==> src/rtl/hazard_pkg.sv <==
// Shared types and constants for the pipeline hazard sequencer.
// Holds the FSM state, forwarding encodings and the stage-control bundle.
package hazard_pkg;

  typedef enum logic {
    RUN    = 1'b0,
    FREEZE = 1'b1
  } state_e;

  localparam logic [1:0] FWD_RF  = 2'b00;
  localparam logic [1:0] FWD_MEM = 2'b10;
  localparam logic [1:0] FWD_WB  = 2'b01;

  localparam logic [4:0] REG_ZERO = 5'd0;

  typedef struct packed {
    logic pc_en;
    logic buf1_en;
    logic buf2_en;
    logic buf3_en;
    logic buf4_en;
    logic buf1_flush;
    logic buf2_flush;
  } ctrl_t;

  localparam ctrl_t CTRL_IDLE = '0;
  localparam ctrl_t CTRL_RUN  = '{pc_en: 1'b1, buf1_en: 1'b1, buf2_en: 1'b1,
                                  buf3_en: 1'b1, buf4_en: 1'b1,
                                  buf1_flush: 1'b0, buf2_flush: 1'b0};

  // A later stage can supply src only if it writes a real (non-zero) register.
  function automatic logic fwd_match(input logic       regwrite,
                                     input logic [4:0] aw,
                                     input logic [4:0] src);
    return regwrite && (aw != REG_ZERO) && (aw == src);
  endfunction

endpackage

==> src/rtl/hazard_ctrl_fwd_sel.sv <==
// EX operand bypass select for one source register.
// EX/MEM has priority over MEM/WB because it holds the younger result.
module fwd_sel
  import hazard_pkg::*;
(
  input  logic [4:0] src,
  input  logic       mem_regwrite,
  input  logic [4:0] mem_AW,
  input  logic       wb_regwrite,
  input  logic [4:0] wb_AW,
  output logic [1:0] sel
);

  always_comb begin
    // NOTE: every combinational output gets a default first so no path infers a latch.
    sel = FWD_RF;
    if (fwd_match(mem_regwrite, mem_AW, src)) begin
      sel = FWD_MEM;
    end else if (fwd_match(wb_regwrite, wb_AW, src)) begin
      sel = FWD_WB;
    end
  end

endmodule

==> src/rtl/hazard_ctrl.sv <==
// Pipeline sequencer: stage enables/flushes, operand forwarding,
// memory-wait freeze with sticky timeout, and saturating perf counters.
module hazard_ctrl
  import hazard_pkg::*;
#(
  parameter int CNT_W       = 16,
  parameter int MEM_TIMEOUT = 255
) (
  input  logic             clk,
  input  logic             rst_n,
  input  logic [4:0]       id_rs,
  input  logic [4:0]       id_rt,
  input  logic             id_uses_rt,
  input  logic [4:0]       ex_rs,
  input  logic [4:0]       ex_rt,
  input  logic             ex_regwrite,
  input  logic             ex_memtoreg,
  input  logic [4:0]       ex_AW,
  input  logic             mem_regwrite,
  input  logic [4:0]       mem_AW,
  input  logic             wb_regwrite,
  input  logic [4:0]       wb_AW,
  input  logic             ex_branch,
  input  logic             mem_req,
  input  logic             mem_ready,
  output logic             pc_en,
  output logic             buf1_en,
  output logic             buf2_en,
  output logic             buf3_en,
  output logic             buf4_en,
  output logic             buf1_flush,
  output logic             buf2_flush,
  output logic [1:0]       fwd_a,
  output logic [1:0]       fwd_b,
  output logic [CNT_W-1:0] stall_cnt,
  output logic [CNT_W-1:0] flush_cnt,
  output logic             mem_err
);

  localparam int              TMO_W    = $clog2(MEM_TIMEOUT + 1);
  localparam logic [TMO_W-1:0] TMO_MAX  = TMO_W'(MEM_TIMEOUT);
  localparam logic [TMO_W-1:0] TMO_LAST = TMO_W'(MEM_TIMEOUT - 1);
  localparam logic [CNT_W-1:0] CNT_SAT  = '1;

  state_e           state_q, state_d;
  logic [TMO_W-1:0] tmo_q;
  ctrl_t            ctrl;
  logic             freeze;
  logic             load_use;
  logic             flush_evt;
  logic [1:0]       sel_a, sel_b;

  assign freeze   = mem_req && !mem_ready;
  assign load_use = ex_memtoreg && ex_regwrite && (ex_AW != REG_ZERO) &&
                    ((ex_AW == id_rs) || (id_uses_rt && (ex_AW == id_rt)));

  // State register, freeze timeout, sticky error and performance counters.
  always_ff @(posedge clk or negedge rst_n) begin
    if (!rst_n) begin
      state_q   <= RUN;
      tmo_q     <= '0;
      stall_cnt <= '0;
      flush_cnt <= '0;
      mem_err   <= 1'b0;
    end else begin
      // NOTE: sequential state uses non-blocking assignments so all registers update from pre-edge values.
      state_q <= state_d;
      if (freeze) begin
        if (tmo_q != TMO_MAX) tmo_q <= tmo_q + 1'b1;
        if (tmo_q >= TMO_LAST) mem_err <= 1'b1;
      end else begin
        tmo_q <= '0;
      end
      if (!ctrl.pc_en && stall_cnt != CNT_SAT) stall_cnt <= stall_cnt + 1'b1;
      if (flush_evt && flush_cnt != CNT_SAT)   flush_cnt <= flush_cnt + 1'b1;
    end
  end

  always_comb begin
    state_d = state_q;
    case (state_q)
      RUN:     if (freeze)  state_d = FREEZE;
      FREEZE:  if (!freeze) state_d = RUN;
      default: state_d = RUN;
    endcase
  end

  // Control decode: freeze dominates; otherwise branch flush beats load-use stall.
  // A FREEZE release cycle decodes exactly like RUN, so the held branch fires then.
  always_comb begin
    ctrl      = CTRL_RUN;
    flush_evt = 1'b0;
    if (!rst_n) begin
      ctrl = CTRL_IDLE;
    end else if (freeze) begin
      ctrl = CTRL_IDLE;
    end else if (ex_branch) begin
      ctrl.buf1_flush = 1'b1;
      ctrl.buf2_flush = 1'b1;
      flush_evt       = 1'b1;
    end else if (load_use) begin
      ctrl.pc_en      = 1'b0;
      ctrl.buf1_en    = 1'b0;
      ctrl.buf2_flush = 1'b1;
    end
  end

  assign pc_en      = ctrl.pc_en;
  assign buf1_en    = ctrl.buf1_en;
  assign buf2_en    = ctrl.buf2_en;
  assign buf3_en    = ctrl.buf3_en;
  assign buf4_en    = ctrl.buf4_en;
  assign buf1_flush = ctrl.buf1_flush;
  assign buf2_flush = ctrl.buf2_flush;

  fwd_sel u_fwd_a (
    .src          (ex_rs),
    .mem_regwrite (mem_regwrite),
    .mem_AW       (mem_AW),
    .wb_regwrite  (wb_regwrite),
    .wb_AW        (wb_AW),
    .sel          (sel_a)
  );

  fwd_sel u_fwd_b (
    .src          (ex_rt),
    .mem_regwrite (mem_regwrite),
    .mem_AW       (mem_AW),
    .wb_regwrite  (wb_regwrite),
    .wb_AW        (wb_AW),
    .sel          (sel_b)
  );

  assign fwd_a = rst_n ? sel_a : FWD_RF;
  assign fwd_b = rst_n ? sel_b : FWD_RF;

endmodule

==> config.mk <==
export PLATFORM = sky130hd
export DESIGN_NAME = hazard_ctrl
export DESIGN_NICKNAME = d
export VERILOG_FILES = /design/src/rtl/hazard_pkg.sv /design/src/rtl/hazard_ctrl_fwd_sel.sv /design/src/rtl/hazard_ctrl.sv
export SDC_FILE = /design/constraint.sdc
export NUM_CORES = 1
export LEC_CHECK = 0
export CELL_PAD_IN_SITES_DETAIL_PLACEMENT = 0
export CELL_PAD_IN_SITES_GLOBAL_PLACEMENT = 1
export CORE_ASPECT_RATIO = 1.2
export CORE_MARGIN = 2
export CORE_UTILIZATION = 35
export DETAILED_ROUTE_END_ITERATION = 6
export DONT_BUFFER_PORTS = 1
export PLACE_DENSITY = 0.61
export SLEW_MARGIN = 20
export SYNTH_ARGS = -nofsm -noshare
export SYNTH_HDL_FRONTEND = slang
export SYNTH_SLANG_ARGS = --single-unit
==> constraint.sdc <==
create_clock -name clk -period 4.9 [get_ports clk]
set_clock_uncertainty 0.2 [all_clocks]
set_input_delay 1.225 -clock clk [delete_from_list [all_inputs] [get_ports clk]]
set_output_delay 1.225 -clock clk [all_outputs]
set_load 0.02 [all_outputs]
* Yosys cells after proc, flatten, opt, wreduce, memory -nomap -nowiden
Cells that the tools add are included.
** Word-level totals
- Input bits :: 45
- Output and inout bits :: 44
- Latch bits :: 0
- Memories kept :: 0
- Bits in registers :: 41
- Word-level logic and storage cells :: 57
- Bits in writable memories :: 0
- ROM bits :: 0
** Cells by class
- Muxes and demuxes :: 19
- Shift operators :: 0
- Magnitude comparators :: 1
- Equal/unequal tests :: 10
- Div/mod/pow operators :: 0
- Reductions and logical operators :: 20
- Multipliers :: 0
- Add/subtract/negate cells :: 3
- Bitwise operators :: 0
** Operator list (number)
- adder 16 x 1 -> 16 bit (second input constant) :: 2
- != test 16 bit (second input constant) :: 2
- == test 5 bit :: 6
- 2-to-1 mux 2 bit :: 8
- 2-to-1 mux 8 bit :: 2
- nonzero test 5 bit :: 3
- logical AND 1 bit :: 13
- adder 8 x 1 -> 8 bit (second input constant) :: 1
- >= comparator 8 bit (second input constant) :: 1
- != test 8 bit (second input constant) :: 1
- 2-to-1 mux 1 bit :: 7
- 2-to-1 mux 7 bit :: 1
- 2-to-1 mux 3 bit :: 1
- zero test 1 bit :: 2
- != test 2 x 1 -> 1 bit (second input constant) :: 1
- AND reduction 2 bit :: 1
- logical OR 1 bit :: 1

* Depth between registers and ports, before layout
- Depth in word-level cells :: 10
- Depth in mapped cells :: 9
- Depth with buffers taken out :: 8

* Hierarchy
A second synthesis with hierarchy kept.
** Second synthesis, totals
- Cells, all modules :: 250
- Area total of the unflattened synthesis :: 2473.6 sq um
** Modules (own cells, without submodules)
- hazard_ctrl :: area each 2170.8 sq um, seq. area each 1026.0 sq um, instances 1, cells an instance 210
- fwd_sel :: area each 151.4 sq um, seq. area each 0.0 sq um, instances 2, cells an instance 20

* Worst setup path after synthesis
No wires, ideal clock.
- Kind :: input -> output
- Start point :: input port mem_AW[0]
- End point :: output port fwd_a[0]
- Cell stages on the path :: 4
- Setup slack :: 0.733 ns
- Data required time :: 3.475 ns
- Arrival :: 2.742 ns
- Cells stage by stage :: or4_1 -> o21ai_0 -> nor4_1 -> nor4_1
** On the way
- Longest elaborated chain between the ends :: 5
- Elaborated cells between the ends (all ways) :: 6
- Classes of those cells :: eq/ne (1); mux (2); reduce/logical (3)
** RTL lines
- start, declared :: line hazard_ctrl.sv:20 : input logic [4:0] mem_AW,
- nonzero test 5 bit :: line hazard_pkg.sv:35 : return regwrite && (aw != REG_ZERO) && (aw == src);
- logical AND 1 bit :: line hazard_pkg.sv:35
- logical AND 1 bit (*) :: line hazard_pkg.sv:35
- 2-to-1 mux 2 bit (*) :: line hazard_ctrl_fwd_sel.sv:17 : if (fwd_match(mem_regwrite, mem_AW, src)) begin
- 2-to-1 mux 2 bit (*) :: line hazard_ctrl.sv:134 : assign fwd_a = rst_n ? sel_a : FWD_RF;
- end, declared :: line hazard_ctrl.sv:33 : output logic [1:0] fwd_a,
Mark *: on every way between the ends. The rest lies on a longest branch, timed or not.

* Final worst setup path
Ends and elaborated chain as after synthesis.

==> metrics <==
power density cells 378 mW/mm^2; vias per cell 5.18; Nets 292; Setup Crit Path Kind primary input to primary output; f_max 250 MHz; non-filler cells, final between 300 and 400; antenna violations before repair 0; row count 32; clk buf depth 2; worst path arrival time between 2 and 3 ns; sum of negative setup slack 0 ns; minimum clock period 4.00 ns; Synth Flop Type dfrtp_1; Ports 89; Iter 0 DRT Violations 47; max-cap violation count 0; Synth warnings 0; Worst Tran Pin Value slightly below 0.6 ns; Starting Density 36.3%; clk_lat worst skew 0.29 ns; Cells after Synth ~240; drc violations 0; Netlist Area Pre-Place 0.00236 mm^2; Setup Fix Bufs, Post-CTS 0; first-pass GRT wire length 8.19 mm; Cells after DPL 321; crit start category primary input; Die Y about 94 um; drt first pass iters 4; Critical Path Fanout Max 3; synthesis-to-finish area growth 9.67%; share of layout cells above drive strength 1 roughly 7.0%; die span in x 78.9 um; synth unique cells 36; HPWL after DPL about 3.7 mm; setup violators final 0; CTS tree built; CTS Buf Count 5; status finished, final reports clean; leak pwr 1.08 nW; Seq cells post-synth between 40 and 50; gr ovfl total 0; Worst VDD drop 0.223 mV; total global-route track usage 13.8%; Port-buffer cells 0; Post-synth EDFFs 0; Worst slew margin 60.7%; Crit. End Element primary output; fin area about 0.0026 mm^2; top post-synthesis cells by area dfrtp_1, xor2_1, xnor2_1; Pins Over Slew Limit 0; DP Area between 0.002 and 0.0025 mm^2; number of global-route vias before repair 1723; Worst Hold Class flip-flop to flip-flop; Hold WS 0.390 ns; Ant. Diodes 0; Routed Antenna Nets 0; cells on worst reg2reg path 8; PostCTS Resize Cnt 0; area share of the largest cell type after synthesis 43.5%; GPL Wtd Cong between 0.7 and 0.8; unrepaired setup endpoints after global routing false; Cells on Worst Hold Path 2; routed wire length per instance 15.2 um; clock slew at reported path FFs 0.08 ns; cell taking the most area after synthesis dfrtp_1; Setup WS post-layout 0.899 ns; Seq/Total Area, Yosys between 40 and 50%; asr flop ratio synth 100%; Final Hold Violating Endpoints 0; period utilisation layout 81.7%; Data required, critical path around 3.5 ns; final wirelength 4.99 mm; post-synth net total 287; CTS root buf clkbuf_8; die area 0.00741 mm^2; CTS Hold Bufs 0; largest net degree at the start of global routing between 40 and 50; Core Area between 0.006 and 0.007 mm^2; clk sink count 41; Syn Area/Cell about 10 um^2; dpl ws 0.901 ns; vias 1703; CTS H-tree lvls 2
-- power breakdown --
| group | internal [mW] | leakage, nW | switching, mW | total, mW |
|---|---|---|---|---|
| Sequential | 0.387 | 0.537 | 0.133 | 0.521 |
| Clock | 0.205 | 0.0687 | 0.123 | 0.328 |
| Combinational | 0.0682 | 0.474 | 0.0607 | 0.129 |
| Total | 0.661 | 1.08 | 0.317 | 0.978 |
-- per-stage QoR --
step | util [%] | power (mW)
detailed placement | 37.7 | 0.658
global placement | 37.7 | 0.657
floorplan | - | 0.627
global route | 39.8 | 1.04
CTS | 39.8 | 0.992
finish | 39.8 | 0.978
-- flip-flops by register name, summed over array words and instances, names as in the netlist --
register,flops
flush_cnt,16
stall_cnt,16
tmo_q,8
mem_err,1
-- synth_stat cells (all sizes together) (2+ instances only) --
cell type / number
xnor2: 30
o21a: 2
a31oi: 2
nand4: 8
o21ai: 3
and4: 3
buf: 5
or4: 5
nor4: 5
inv: 5
nand3: 20
and2: 3
nand2: 23
ha: 4
nor3: 7
xor2: 32
and3: 8
dfrtp: 41
nor2: 20
o211ai: 2
-- worst max-delay path, stage by stage --
cell and delay [ns]:
or4_1 0.50, o21ai_0 0.25, nor4_1 0.12, nor4_1 0.29
buf_4 0.19
-- metal layers --
layer	part of all wire, %	wire length, um	global-route usage, %	vias to the layer above
li1	-	-	-	828
met1	44	2180	16.9	810
met3	7.7	385	4.71	4
met5	0	0	0	-
met2	48	2390	23.2	61
met4	0.86	43	4.02	0
-- kinds of logic after synthesis --
kind of cell / count (synthesis) / share of synthesized area [%]
compound gates: 14 / 4.41
xor+xnor: 62 / 23.0
simple gates: 106 / 24.0
flops: 41 / 43.5
buf+inv: 10 / 2.44
fa+ha+maj: 4 / 2.12
mux: 1 / 0.478
-- layout by cell type, fill, tap and decap left out, types with 2 or more instances in the layout --
cell,count
a31oi_1,2
and2_1,3
and3_1,7
and4_1,3
buf_4,3
bufinv_16,2
clkbuf_8,5
dfrtp_1,41
ha_1,4
inv_1,5
nand2_1,23
nand3_1,20
nand4_1,7
nor2_1,19
nor3_1,7
nor4_1,4
o211ai_1,2
o21a_1,2
o21ai_0,3
or4_1,5
xnor2_1,30
xor2_1,32
-- area by class of cell --
| type | count | area [um^2] |
|---|---|---|
| Tap cell | 85 | 106 |
| Clock inverter | 3 | 68.8 |
| Timing Repair Buffer | 3 | 22.5 |
| Multi-Input combinational cell | 187 | 1270 |
| Clock buffer | 5 | 68.8 |
| Fill cell | 672 | 3900 |
| Sequential cell | 41 | 1030 |
| Inverter | 5 | 18.8 |
-- worst paths after layout --
check                        startpoint       endpoint  slack, ns
min reg2reg                    tmo_q[3]       tmo_q[3]       0.39
min in group asynchronous         rst_n        mem_err       0.42
max                           mem_AW[0]       fwd_a[0]       0.90
max reg2reg                flush_cnt[0]  flush_cnt[15]       2.41
max in group asynchronous         rst_n   flush_cnt[1]       3.97
min                            tmo_q[3]       tmo_q[3]       0.39
(Power assumes the default switching activity.)
